--- config.mk ---
export PLATFORM = sky130hd
export DESIGN_NAME = mem_arbiter
export DESIGN_NICKNAME = d
export VERILOG_FILES = /design/src/rtl/mem_arbiter.sv
export SDC_FILE = /design/constraint.sdc
export NUM_CORES = 1
export LEC_CHECK = 0
export CORE_AREA = 2 2 287 289
export DETAILED_ROUTE_END_ITERATION = 12
export DIE_AREA = 0 0 289 291
export SLEW_MARGIN = 20
export SYNTH_ARGS = -nofsm -noshare
export SYNTH_HDL_FRONTEND = slang
export SYNTH_SLANG_ARGS = --single-unit
--- constraint.sdc ---
create_clock -name clk -period 1.95 [get_ports clk]
set_input_delay 0.585 -clock clk [delete_from_list [all_inputs] [get_ports clk]]
set_output_delay 0.585 -clock clk [all_outputs]
set_load 0.005 [all_outputs]
--- src/rtl/mem_arbiter.sv ---
// Round-robin arbiter granting the I-cache or D-cache exclusive use of the
// single-ported main memory for a fixed-latency line read or write-back.
module mem_arbiter #(
  parameter int unsigned ADDR_WIDTH       = 32,
  parameter int unsigned LINE_WIDTH       = 128,
  parameter int unsigned MEM_DELAY_CYCLES = 5
) (
  input  logic                  clk,
  input  logic                  rst,
  input  logic                  ic_req,
  input  logic [ADDR_WIDTH-1:0] ic_addr,
  output logic                  ic_resp,
  output logic [LINE_WIDTH-1:0] ic_rdata,
  input  logic                  dc_req,
  input  logic                  dc_we,
  input  logic [ADDR_WIDTH-1:0] dc_addr,
  input  logic [LINE_WIDTH-1:0] dc_wdata,
  output logic                  dc_resp,
  output logic [LINE_WIDTH-1:0] dc_rdata,
  output logic                  mem_en,
  output logic                  mem_we,
  output logic [ADDR_WIDTH-1:0] mem_addr,
  output logic [LINE_WIDTH-1:0] mem_wdata,
  input  logic [LINE_WIDTH-1:0] mem_rdata
);

  localparam int unsigned CNT_W = $clog2(MEM_DELAY_CYCLES + 1);
  localparam logic [CNT_W-1:0] CNT_LOAD = CNT_W'(MEM_DELAY_CYCLES - 1);
  localparam logic GNT_IC = 1'b0;
  localparam logic GNT_DC = 1'b1;
  localparam logic SINGLE_CYCLE = (MEM_DELAY_CYCLES == 1);

  typedef enum logic [1:0] {
    IDLE = 2'd0,
    BUSY = 2'd1,
    RESP = 2'd2
  } state_t;

  state_t                state_q, state_d;
  logic [CNT_W-1:0]      cnt_q, cnt_d;
  logic                  gnt_q, gnt_d;
  logic                  we_q, we_d;
  logic                  last_q, last_d;
  logic                  mem_en_q, mem_en_d;
  logic                  mem_we_q, mem_we_d;
  logic [ADDR_WIDTH-1:0] mem_addr_q, mem_addr_d;
  logic [LINE_WIDTH-1:0] mem_wdata_q, mem_wdata_d;
  logic                  ic_resp_q, ic_resp_d;
  logic                  dc_resp_q, dc_resp_d;
  logic [LINE_WIDTH-1:0] ic_rdata_q, ic_rdata_d;
  logic [LINE_WIDTH-1:0] dc_rdata_q, dc_rdata_d;
  logic                  pick_dc_c;

  // On a tie the requester that was not served last wins.
  assign pick_dc_c = dc_req & (~ic_req | (last_q == GNT_IC));

  always_ff @(posedge clk) begin
    if (rst) begin
      state_q     <= IDLE;
      cnt_q       <= '0;
      gnt_q       <= GNT_IC;
      we_q        <= 1'b0;
      last_q      <= GNT_IC;
      mem_en_q    <= 1'b0;
      mem_we_q    <= 1'b0;
      mem_addr_q  <= '0;
      mem_wdata_q <= '0;
      ic_resp_q   <= 1'b0;
      dc_resp_q   <= 1'b0;
      ic_rdata_q  <= '0;
      dc_rdata_q  <= '0;
    end else begin
      state_q     <= state_d;
      cnt_q       <= cnt_d;
      gnt_q       <= gnt_d;
      we_q        <= we_d;
      last_q      <= last_d;
      mem_en_q    <= mem_en_d;
      mem_we_q    <= mem_we_d;
      mem_addr_q  <= mem_addr_d;
      mem_wdata_q <= mem_wdata_d;
      ic_resp_q   <= ic_resp_d;
      dc_resp_q   <= dc_resp_d;
      ic_rdata_q  <= ic_rdata_d;
      dc_rdata_q  <= dc_rdata_d;
    end
  end

  // Memory-side strobes are computed one cycle ahead so every output is a flop.
  always_comb begin
    state_d     = state_q;
    cnt_d       = cnt_q;
    gnt_d       = gnt_q;
    we_d        = we_q;
    last_d      = last_q;
    mem_en_d    = 1'b0;
    mem_we_d    = 1'b0;
    mem_addr_d  = mem_addr_q;
    mem_wdata_d = mem_wdata_q;
    ic_resp_d   = 1'b0;
    dc_resp_d   = 1'b0;
    ic_rdata_d  = ic_rdata_q;
    dc_rdata_d  = dc_rdata_q;

    case (state_q)
      IDLE: begin
        if (ic_req || dc_req) begin
          state_d    = BUSY;
          cnt_d      = CNT_LOAD;
          gnt_d      = pick_dc_c ? GNT_DC : GNT_IC;
          we_d       = pick_dc_c & dc_we;
          mem_addr_d = pick_dc_c ? dc_addr : ic_addr;
          if (pick_dc_c) begin
            mem_wdata_d = dc_wdata;
          end
          mem_en_d   = 1'b1;
          mem_we_d   = pick_dc_c & dc_we & SINGLE_CYCLE;
        end
      end
      BUSY: begin
        if (cnt_q == '0) begin
          state_d = RESP;
          if (!we_q) begin
            if (gnt_q == GNT_DC) begin
              dc_rdata_d = mem_rdata;
            end else begin
              ic_rdata_d = mem_rdata;
            end
          end
          ic_resp_d = (gnt_q == GNT_IC);
          dc_resp_d = (gnt_q == GNT_DC);
        end else begin
          cnt_d    = cnt_q - CNT_W'(1);
          mem_en_d = 1'b1;
          mem_we_d = we_q & (cnt_q == CNT_W'(1));
        end
      end
      RESP: begin
        last_d  = gnt_q;
        state_d = IDLE;
      end
      default: begin
        state_d = IDLE;
      end
    endcase
  end

  assign ic_resp   = ic_resp_q;
  assign dc_resp   = dc_resp_q;
  assign ic_rdata  = ic_rdata_q;
  assign dc_rdata  = dc_rdata_q;
  assign mem_en    = mem_en_q;
  assign mem_we    = mem_we_q;
  assign mem_addr  = mem_addr_q;
  assign mem_wdata = mem_wdata_q;

endmodule

==> results.yml <==
outcome:
  outcome: "completed"
critical_path:
  slowest_stage: "dlygate4sd2_1"
  max_stage_delay_ps: 380
  cp.required_ps: 1360
  reg2reg_depth: 3
  cp-start-kind: "register"
  regToRegEndpoint: "mem_addr[24]"
  worstPathCellList: "dlygate4sd2_1"
  r2r_start: "state_q[0]"
  path_depth: 1
  path_delay_family: "buffers and inverters"
  cp-endpoint: "mem_addr[28]"
  path_max_fanout: 2
  cp.arrival_ps: 1300
  r2r_slack_ps: 110
  setup.worst_path.class: "register to output port"
  end_kind: "output port"
  cp-startpoint: "mem_addr[28]"
  crit_buf_inv: 1
run:
  max_cap_violations: 0
route:
  wl_um: 65000
  first_pass_iters: 5
  drt_iter0_drc: 659
  wire_per_inst_um: 17.9
  via_per_inst: 4.25
  remaining_drc_errors: 0
  route.vias.total: 15500
  ant_nets: 0
pwr:
  powerDensity_mw_per_mm2: 881
  total_leakage_power_nw: 12.4
  peakVddDrop_mv: 0.590
logic_synthesis:
  yosysTopAreaCell: "dfxtp_1"
  synthFlopType: "dfxtp_1"
  syn_avg_cell_area_sq_um: 9.11
  syn-num-nets: 2118
  yosysSeqAreaShare: 0.525
  ys_async_sr_fraction: 0
  syn_area_sq_mm: 0.0163
  synth_top_area_share: 0.525
  ys_seq_elements: 428
  synth_cells: 1790
  ys_types: 38
  synth-edff-count: 0
  post_synth_main_area_contributors: "dfxtp_1 53%, mux2i_1 16%, nand2_1 10%"
  synth_warnings: 0
clock_tree:
  clkTransAtPathRegs_ps: 60
  cts_buffers: 50
  clockRootBuffer: "clkbuf_16"
  cts_sinks: 428
  htree_levels: 2
  cts_tree: "done"
  clk_latency_ps: 590
  clockBufferDepth: 3
placed_design:
  port_buffers: 744
  dp_hpwl_um: 48500
  place_congestion: 0.827
sta:
  hold_viol: 0
  finalCritPeriodShare: 0.967
  post-route-min-period_ps: 1880
  skew_ps: 15.8
  totalNegativeSetupSlack_ps: 0
  tightest_slew_ps: 881
  max-slew-margin-rel: 0.411
  max_freq_ghz: 0.531
  setup_viol: 0
  finalMaxSlewViolations: 0
  rsz0062_at_grt: "false"
global_route:
  grt_pass1_wl_um: 95700
  track_usage: 0.146
  grt_antenna_before_repair: 4
  grt_pass1_vias: 15600
  overflow: 0
  grt_max_degree: 104
floorplan:
  chipWidth_um: 289
  initial_core_util: 0.201
  coreArea_sq_mm: 0.0812
  fp.dieH_um: 291
  num_rows: 105
  ioPinCount: 745
  dieArea_sq_mm: 0.0841
min_path:
  hold_class: "input pin to register"
final_layout:
  areaGrowthSynthToFinish_pct: 64.3
  final_nets: 2856
  utilization: 0.330
  drive_gt1_frac: 0.0943
kinds of logic after synthesis:
group / after synthesis / synth area share
AO/OA/AOI/OAI: 333 / 0.111
XOR/XNOR: 1 / 0.000537
adder cells (fa/ha/maj): 3 / 0.00230
buffers and inverters: 167 / 0.0503
flip-flops: 428 / 0.525
multiplexers: 257 / 0.158
AND/OR/NAND/NOR: 601 / 0.152
state kept, by name (all words and copies together) (netlist names):
| register | cells |
|---|---|
| ic_resp | 1 |
| mem_en | 1 |
| mem_wdata | 128 |
| we_q | 1 |
| mem_addr | 32 |
| dc_rdata | 128 |
| cnt_q | 3 |
| last_q | 1 |
| ic_rdata | 128 |
| mem_we | 1 |
| state_q | 2 |
| gnt_q | 1 |
| dc_resp | 1 |
how the worst min path moves through the flow:
stage	slack [ps]	cells past startpoint	from	to
floorplan	450	2	ic_rdata[0]	ic_rdata[0]
global placement	440	2	ic_rdata[23]	ic_rdata[23]
detailed placement	450	2	ic_rdata[36]	ic_rdata[36]
CTS	290	4	rst	dc_rdata[105]
global route	320	4	rst	dc_rdata[105]
finish	350	4	rst	dc_rdata[105]
metal layers:
metal,track usage,routed length [um]
met3,0.0534,6350
met2,0.256,32000
met4,0.0515,2160
met1,0.161,24500
met5,0,0
final cells by class:
| cell class | count | area [sq um] |
|---|---|---|
| Inverter | 3 | 18.8 |
| Tap cell | 1070 | 1340 |
| Timing Repair Buffer | 850 | 8170 |
| Clock buffer | 74 | 1510 |
| Antenna cell | 2 | 5.00 |
| Fill cell | 8595 | 54400 |
| Sequential cell | 428 | 8630 |
| Clock inverter | 17 | 136 |
| Multi-Input combinational cell | 1195 | 6980 |
cells in the final DEF, fill, tap and decap left out, types with 3 or more instances in the layout:
master	count
buf_12	35
o21ai_1	9
nand2_1	450
clkdlybuf4s15_1	3
mux2i_1	256
buf_4	70
dfxtp_4	6
clkdlybuf4s50_1	323
nand3_1	128
dfxtp_2	28
clkbuf_8	16
nor2_1	5
a21oi_1	165
o21ai_0	120
clkdlybuf4s15_2	3
dfxtp_1	394
clkinv_2	12
a311oi_1	32
clkbuf_16	51
dlygate4sd2_1	412
clkbuf_1	8
metrics by stage:
step | cell area [sq um] | setup slack, ps | power [mW] | std cells | hold WS [ps]
floorplan | 16300 | 367 | 11.8 | 1790 | 451
global placement | 25400 | -456 | 14.7 | 3527 | 441
detailed placement | 25400 | -447 | 14.7 | 3527 | 446
CTS | 26600 | 0.498 | 23.9 | 3619 | 295
global route | 26800 | 2.63 | 24.7 | 3639 | 325
finish | 26800 | 65.2 | 23.6 | 3639 | 346
power breakdown:
group          internal (mW)  switching, mW
logic                   2.25           2.17
registers               9.41          0.347
clock network           5.50           3.91
Yosys cell counts (3+ instances only):
library cell    n
nand2_1       450
dfxtp_1       428
mux2i_1       257
a21oi_1       165
nand3_1       128
o21ai_0       120
clkbuf_1       95
a311oi_1       32
buf_2          32
buf_4          17
buf_6          12
o21ai_1         9
buf_1           8
nor2_1          5
ha_1            3
what timing repair did:
item / in CTS / in global routing
cloned: 0 / 0
hold buffers: 0 / 0
gates resized for setup: 471 / 7
endpoints found under the setup margin: 420 / 184
setup buffers: 1 / 18
pin swaps: 0 / 2
(Power assumes the default switching activity.)
